## config.mk

```make
export PLATFORM = sky130hd
export DESIGN_NAME = sc_matrix_mult_acc
export DESIGN_NICKNAME = d
export VERILOG_FILES = /design/src/rtl/sc_matrix_mult_acc.sv
export SDC_FILE = /design/constraint.sdc
export NUM_CORES = 1
export LEC_CHECK = 0
export ABC_AREA = 1
export BUFFER_PORTS_ARGS = -buffer_cell sky130_fd_sc_hd__buf_2
export CORE_MARGIN = 2
export CORE_UTILIZATION = 60
export DETAILED_ROUTE_END_ITERATION = 10
export PLACE_DENSITY = 0.85
export SKIP_CTS_REPAIR_TIMING = 1
export SLEW_MARGIN = 10
export SYNTH_ARGS = -nofsm -noshare
export SYNTH_HDL_FRONTEND = slang
export SYNTH_SLANG_ARGS = --single-unit
```

## constraint.sdc

```tcl
create_clock -name clk -period 2.6 [get_ports clk]
set_input_delay 0.39 -clock clk [delete_from_list [all_inputs] [get_ports clk]]
set_output_delay 0.39 -clock clk [all_outputs]
set_load 0.05 [all_outputs]
```

## src/rtl/sc_matrix_mult_acc.sv

```systemverilog
// ---------------------------------------------------------------------------
// sc_matrix_mult_acc
//
// Stochastic matrix multiply C = A x B over a bitstream of STREAM_LEN beats.
// Each beat multiplies every (row of A, row of B-transpose) pair bitwise
// (AND for unipolar, XNOR for bipolar). An LFSR-driven N:1 mux then picks one
// product bit per pair, which gives a scaled sum. The selected bits are
// registered onto outputStreams and accumulated by per-element ones-counters.
//
// Ports
//   clk            rising-edge clock
//   rst            asynchronous active-low reset
//   start          begin a run (only honoured in IDLE)
//   bipolar        0 = AND, 1 = XNOR; latched when start is accepted
//   in_valid       input/weight beat valid
//   inputStreams   row i of A at [i*N +: N]
//   weightStreams  row j of B-transpose at [j*N +: N]
//   in_ready       high in RUN
//   outputStreams  registered stream bits, C(i,j) at bit i*O+j
//   out_valid      outputStreams holds the bit of a consumed beat
//   busy           state != IDLE
//   done           one-cycle pulse while in DONE, counts are final
//   counts         ones count of C(i,j) at [(i*O+j)*CNT_W +: CNT_W]
//   counts_valid   counts hold a completed run
//   dbg_state      current FSM state (IDLE=0, RUN=1, DRAIN=2, DONE=3)
//
// Handshake: a beat is consumed on a rising edge where in_valid && in_ready.
// The producer holds its data until then; in_ready does not depend on
// in_valid. out_valid is a one-cycle qualifier with no back-pressure.
// ---------------------------------------------------------------------------
module sc_matrix_mult_acc #(
    parameter int          BATCH_SIZE      = 2,
    parameter int          INPUT_FEATURES  = 4,
    parameter int          OUTPUT_FEATURES = 2,
    parameter int          STREAM_LEN      = 256,
    parameter logic [15:0] LFSR_SEED       = 16'hACE1,
    localparam int         SEL_W           = $clog2(INPUT_FEATURES),
    localparam int         CNT_W           = $clog2(STREAM_LEN + 1)
) (
    input  logic                                            clk,
    input  logic                                            rst,
    input  logic                                            start,
    input  logic                                            bipolar,
    input  logic                                            in_valid,
    input  logic [BATCH_SIZE*INPUT_FEATURES-1:0]            inputStreams,
    input  logic [OUTPUT_FEATURES*INPUT_FEATURES-1:0]       weightStreams,
    output logic                                            in_ready,
    output logic [BATCH_SIZE*OUTPUT_FEATURES-1:0]           outputStreams,
    output logic                                            out_valid,
    output logic                                            busy,
    output logic                                            done,
    output logic [BATCH_SIZE*OUTPUT_FEATURES*CNT_W-1:0]     counts,
    output logic                                            counts_valid,
    output logic [1:0]                                      dbg_state
);

    localparam int M = BATCH_SIZE;
    localparam int N = INPUT_FEATURES;
    localparam int O = OUTPUT_FEATURES;
    localparam int P = M * O;

    localparam logic [CNT_W-1:0] CNT_MAX   = CNT_W'(STREAM_LEN);
    localparam logic [CNT_W-1:0] BEAT_LAST = CNT_W'(STREAM_LEN - 1);
    localparam logic [CNT_W-1:0] CNT_ONE   = CNT_W'(1);

    typedef enum logic [1:0] {
        ST_IDLE  = 2'd0,
        ST_RUN   = 2'd1,
        ST_DRAIN = 2'd2,
        ST_DONE  = 2'd3
    } state_e;

    state_e             state_q, state_d;
    logic [15:0]        lfsr_q, lfsr_d;
    logic [CNT_W-1:0]   beat_q, beat_d;
    logic               mode_q, mode_d;
    logic [P-1:0]       out_bits_q, out_bits_d;
    logic               out_valid_q, out_valid_d;
    logic [P*CNT_W-1:0] counts_q, counts_d;
    logic               counts_valid_q, counts_valid_d;

    logic               accept;
    logic [SEL_W-1:0]   sel;
    logic [P-1:0]       prod;
    logic [15:0]        lfsr_next;
    logic               a_bit;
    logic               w_bit;

    // Fibonacci LFSR, x^16 + x^14 + x^13 + x^11 + 1, shifting left.
    assign lfsr_next = {lfsr_q[14:0], lfsr_q[15] ^ lfsr_q[13] ^ lfsr_q[12] ^ lfsr_q[10]};
    assign sel       = lfsr_q[SEL_W-1:0];
    assign accept    = in_valid && (state_q == ST_RUN);

    // Only the mux-selected product bit of each pair is needed, so the
    // multiply is done on the selected column rather than all N columns.
    always_comb begin
        prod  = '0;
        a_bit = 1'b0;
        w_bit = 1'b0;
        for (int i = 0; i < M; i++) begin
            for (int j = 0; j < O; j++) begin
                a_bit = inputStreams[i*N + int'(sel)];
                w_bit = weightStreams[j*N + int'(sel)];
                prod[i*O + j] = mode_q ? ~(a_bit ^ w_bit) : (a_bit & w_bit);
            end
        end
    end

    always_comb begin
        state_d        = state_q;
        lfsr_d         = lfsr_q;
        beat_d         = beat_q;
        mode_d         = mode_q;
        out_bits_d     = out_bits_q;
        out_valid_d    = out_valid_q;
        counts_d       = counts_q;
        counts_valid_d = counts_valid_q;

        // Counters trail the stream register by one cycle; this is why the
        // DRAIN state exists (it absorbs the final registered bit).
        if (out_valid_q) begin
            for (int p = 0; p < P; p++) begin
                if (out_bits_q[p] && (counts_q[p*CNT_W +: CNT_W] != CNT_MAX)) begin
                    counts_d[p*CNT_W +: CNT_W] = counts_q[p*CNT_W +: CNT_W] + CNT_ONE;
                end
            end
        end

        case (state_q)
            ST_IDLE: begin
                out_valid_d = 1'b0;
                if (start) begin
                    state_d        = ST_RUN;
                    counts_d       = '0;
                    counts_valid_d = 1'b0;
                    beat_d         = '0;
                    lfsr_d         = LFSR_SEED;
                    mode_d         = bipolar;
                end
            end
            ST_RUN: begin
                if (accept) begin
                    out_bits_d  = prod;
                    out_valid_d = 1'b1;
                    lfsr_d      = lfsr_next;
                    beat_d      = beat_q + CNT_ONE;
                    if (beat_q == BEAT_LAST) begin
                        state_d = ST_DRAIN;
                    end
                end else begin
                    out_valid_d = 1'b0;
                end
            end
            ST_DRAIN: begin
                out_valid_d = 1'b0;
                state_d     = ST_DONE;
            end
            ST_DONE: begin
                counts_valid_d = 1'b1;
                state_d        = ST_IDLE;
            end
            default: begin
                state_d = ST_IDLE;
            end
        endcase
    end

    always_ff @(posedge clk or negedge rst) begin
        if (!rst) begin
            state_q        <= ST_IDLE;
            lfsr_q         <= LFSR_SEED;
            beat_q         <= '0;
            mode_q         <= 1'b0;
            out_bits_q     <= '0;
            out_valid_q    <= 1'b0;
            counts_q       <= '0;
            counts_valid_q <= 1'b0;
        end else begin
            state_q        <= state_d;
            lfsr_q         <= lfsr_d;
            beat_q         <= beat_d;
            mode_q         <= mode_d;
            out_bits_q     <= out_bits_d;
            out_valid_q    <= out_valid_d;
            counts_q       <= counts_d;
            counts_valid_q <= counts_valid_d;
        end
    end

    assign in_ready      = (state_q == ST_RUN);
    assign busy          = (state_q != ST_IDLE);
    assign done          = (state_q == ST_DONE);
    assign outputStreams = out_bits_q;
    assign out_valid     = out_valid_q;
    assign counts        = counts_q;
    assign counts_valid  = counts_valid_q;
    assign dbg_state     = state_q;

endmodule
```

==> reports/metrics.csv <==
metric,value,unit
outcome,completed,
async_reset_ff_frac,1.00,
power_density,912,nW/um^2
cts-root-to-sink-buffers,2,
io-pin-count,68,
critical_path_arrival,2.21,ns
tritoncts_clock_tree,yes,
min-delay-path-class,primary input to asynchronous set/reset pin,
synth_simple_gate_area_share,0.243,
post-route-drc-count,0,
hold_viol,0,
area_growth,16.3,%
detailroute.via_count,3537,
routed_wire_length_per_instance,13.0,um
post_synth_mux_area_share,0,
setup_total_negative_slack,0,ns
slew-limit-headroom,0.513,
area_taken_by_multi_input_logic_gates,1740,sq um
cp_data_required_time,2.86,ns
synth-edff-count,0,
drt_wl_total,8510,um
synth-compound-area-share,0.134,
fp.coreArea,6310,sq um
setup.worst_path.class,flop to flop,
clockRootBuffer,sky130_fd_sc_hd__clkbuf_8,
io_buffers,67,
drt-initial-drc-count,203,
first_global_vias,3345,
sequential_cell_area,1760,sq um
finalSetupViolCount,0,
grt_usage,0.256,
post-route-period-util,0.750,
hold_ws,0.103,ns
numCtsBuffers,9,
die-height,84.4,um
layout.filler_cells,493,
synth_top_flop_cell,sky130_fd_sc_hd__dfrtp_1,
post_detailed_placement_half_perimeter_wirelength,6170,um
crit_fanout,22,
rows,29,
leakagePower,2.39,nW
xor_and_xnor_fraction_of_the_mapped_netlist_area,0.0113,
clkSlewWorstSetupHoldPaths,0.07,ns
gp_congestion,0.875,
cts_htree_levels,3,
slew_violations,0,
layout.core_utilization,0.714,
rsz0062_at_grt,no,
max-cap-violations,0,
final_period_minus_worst_setup_slack,1.95,ns
drt-vias-per-instance,5.41,
end_kind,flop,
nNetsFinal,612,
antenna_violation_net_count_after_detailed_routing,0,
antenna-diode-count,0,
grt_max_degree,41,
design.die.area,7120,sq um
dominant_combinational_cell_family_by_area_after_synthesis,simple AND/OR/NAND/NOR gates,
ir_worst_vdd,0.580,mV
detailedRoute.firstPassIterationCount,5,
cp-start-kind,flop,
postSynthNetCount,540,
yosysWarningCount,0,
clock_insertion_delay_worst_skew,0.34,ns
drive_gt1_frac,0.182,
clock_sink_count,70,
worst_tran_pin_value,0.730,ns
synth_cell_type_count,32,
die_x,84.4,um
adder_and_majority_gate_portion_of_the_synthesized_area,0.0613,
synthesis.area,3880,sq um
yosysSeqAreaShare,0.454,
clock_skew,0.00739,ns
antenna_violations_before_repair,0,
grt_overflow_total,0,
fmax,513,MHz
post_synth_inst_count,500,
syn_area_per_cell,7.75,sq um
grt_pass1_wl,14800,um
start_util,0.614,
synth-seq-cells,70,
[where the power goes]
part / total [mW] / switching (mW) / internal, mW
clock network: 0.946 / 0.382 / 0.564
logic: 1.61 / 1.14 / 0.468
registers: 1.56 / 0.199 / 1.36
total: 4.11 / 1.72 / 2.39
[cells by family (layout without fill, tap and decap cells)]
| group | after synthesis | count (layout) |
|---|---|---|
| AO/OA/AOI/OAI | 93 | 93 |
| buffers and inverters | 94 | 171 |
| flip-flops | 70 | 70 |
| XOR/XNOR | 5 | 5 |
| adder cells (fa/ha/maj) | 19 | 19 |
| AND/OR/NAND/NOR | 219 | 219 |
[sequential cells by signal (all words and copies together), names as in the netlist]
| name | count |
|---|---|
| outputStreams | 4 |
| out_valid | 1 |
| lfsr_q | 16 |
| beat_q | 9 |
| counts_valid | 1 |
| dbg_state | 2 |
| mode_q | 1 |
| counts | 36 |
[routing by layer]
layer  vias up  part of all wire  GRT usage
li1       1754                 -          -
met1      1635              0.44      0.340
met2       124              0.48      0.412
met3        24             0.058     0.0462
met4         0             0.024      0.115
met5         -                 0          0
[critical path: stages (launching register included)]
cell                       delay (ns)
sky130_fd_sc_hd__dfrtp_1         0.43
sky130_fd_sc_hd__inv_1           0.11
sky130_fd_sc_hd__ha_1            0.30
sky130_fd_sc_hd__nand2_4         0.14
sky130_fd_sc_hd__clkinv_4        0.09
sky130_fd_sc_hd__nand2_4         0.11
sky130_fd_sc_hd__nand2_4         0.22
sky130_fd_sc_hd__inv_2           0.12
sky130_fd_sc_hd__nor2_1          0.12
sky130_fd_sc_hd__nand2_1         0.07
sky130_fd_sc_hd__a21oi_1         0.14
[synth_stat cells, types with 2 or more instances]
| cell | number | area share |
|---|---|---|
| sky130_fd_sc_hd__nand2_4 | 3 | 0.0087 |
| sky130_fd_sc_hd__inv_2 | 3 | 0.0029 |
| sky130_fd_sc_hd__ha_1 | 19 | 0.061 |
| sky130_fd_sc_hd__o21ai_0 | 39 | 0.050 |
| sky130_fd_sc_hd__nor2_2 | 2 | 0.0032 |
| sky130_fd_sc_hd__a22oi_1 | 6 | 0.012 |
| sky130_fd_sc_hd__dfrtp_1 | 62 | 0.40 |
| sky130_fd_sc_hd__buf_2 | 3 | 0.0039 |
| sky130_fd_sc_hd__o22ai_1 | 13 | 0.021 |
| sky130_fd_sc_hd__nand4_1 | 12 | 0.019 |
| sky130_fd_sc_hd__nand3_1 | 22 | 0.028 |
| sky130_fd_sc_hd__nor2_4 | 2 | 0.0058 |
| sky130_fd_sc_hd__nor2_1 | 61 | 0.059 |
| sky130_fd_sc_hd__o211ai_1 | 2 | 0.0039 |
| sky130_fd_sc_hd__dfstp_2 | 8 | 0.054 |
| sky130_fd_sc_hd__nand2_1 | 110 | 0.11 |
| sky130_fd_sc_hd__o21bai_1 | 2 | 0.0039 |
| sky130_fd_sc_hd__xor2_1 | 2 | 0.0045 |
| sky130_fd_sc_hd__clkbuf_1 | 3 | 0.0029 |
| sky130_fd_sc_hd__xnor2_1 | 3 | 0.0068 |
| sky130_fd_sc_hd__a21oi_1 | 28 | 0.036 |
| sky130_fd_sc_hd__nor3_1 | 4 | 0.0052 |
| sky130_fd_sc_hd__inv_1 | 82 | 0.079 |
[final timing paths]
kind / startpoint / endpoint / slack, ns / cells after the start
max in group asynchronous: rst / lfsr_q[0]$_DFFE_PN1P_ / 1.78 / 2
min in group clk: bipolar / mode_q$_DFFE_PN0P_ / 0.26 / 3
hold / removal: rst / counts[6]$_DFF_PN0_ / 0.10 / 1
setup / recovery: dbg_state[1]$_DFFE_PN0P_ / beat_q[4]$_DFFE_PN0P_ / 0.65 / 10
setup reg to reg: dbg_state[1]$_DFFE_PN0P_ / beat_q[4]$_DFFE_PN0P_ / 0.65 / 10
hold reg to reg: lfsr_q[6]$_DFFE_PN1P_ / lfsr_q[6]$_DFFE_PN1P_ / 0.50 / 2
[area by class of cell]
| type | instances | share of cell area |
|---|---|---|
| Clock buffer | 12 | 0.0322 |
| Clock inverter | 4 | 0.0155 |
| Inverter | 86 | 0.0727 |
| Multi-Input combinational cell | 336 | 0.387 |
| Sequential cell | 70 | 0.391 |
| Tap cell | 77 | 0.0214 |
| Timing Repair Buffer | 69 | 0.0805 |
[cell usage in the layout, fill, tap and decap left out]
cell type | Yosys | final
sky130_fd_sc_hd__a22o_1 | 1 | 1
sky130_fd_sc_hd__o31ai_1 | 1 | 1
sky130_fd_sc_hd__buf_12 | 0 | 1
sky130_fd_sc_hd__buf_4 | 0 | 1
sky130_fd_sc_hd__o21bai_1 | 2 | 2
sky130_fd_sc_hd__ha_1 | 19 | 19
sky130_fd_sc_hd__nand3_2 | 1 | 1
sky130_fd_sc_hd__o21bai_2 | 1 | 1
sky130_fd_sc_hd__dfrtp_1 | 62 | 62
sky130_fd_sc_hd__clkbuf_1 | 3 | 2
sky130_fd_sc_hd__o22ai_1 | 13 | 13
sky130_fd_sc_hd__o211ai_1 | 2 | 2
sky130_fd_sc_hd__inv_2 | 3 | 3
sky130_fd_sc_hd__clkinv_4 | 1 | 1
sky130_fd_sc_hd__o21ai_0 | 39 | 39
sky130_fd_sc_hd__clkbuf_8 | 0 | 10
sky130_fd_sc_hd__nand2_1 | 110 | 110
sky130_fd_sc_hd__nor2_1 | 61 | 61
sky130_fd_sc_hd__a22oi_1 | 6 | 6
sky130_fd_sc_hd__nor3_2 | 1 | 1
sky130_fd_sc_hd__dfstp_2 | 8 | 8
sky130_fd_sc_hd__nand2_4 | 3 | 3
sky130_fd_sc_hd__a21oi_1 | 28 | 28
sky130_fd_sc_hd__nor3b_1 | 1 | 1
sky130_fd_sc_hd__nor2_4 | 2 | 2
sky130_fd_sc_hd__nand3_1 | 22 | 22
sky130_fd_sc_hd__xor2_1 | 2 | 2
sky130_fd_sc_hd__buf_2 | 3 | 67
sky130_fd_sc_hd__nor2_2 | 2 | 2
sky130_fd_sc_hd__inv_1 | 82 | 82
sky130_fd_sc_hd__nand4_1 | 12 | 12
sky130_fd_sc_hd__bufinv_16 | 0 | 2
sky130_fd_sc_hd__clkinv_2 | 0 | 2
sky130_fd_sc_hd__xnor2_1 | 3 | 3
sky130_fd_sc_hd__nor3_1 | 4 | 4
[per-stage QoR]
step | power [mW] | area [sq um] | std cells | worst slack, ns
after global placement | 3.10 | 4290 | 638 | 0.860
final | 4.11 | 4510 | 654 | 0.649
after CTS | 4.14 | 4510 | 654 | 0.669
after floorplan | 2.77 | 3880 | 500 | 0.459
after detailed placement | 3.16 | 4290 | 638 | 0.746
after global routing | 4.39 | 4510 | 654 | 0.517
Note: power is estimated with default switching activity, not from simulation.
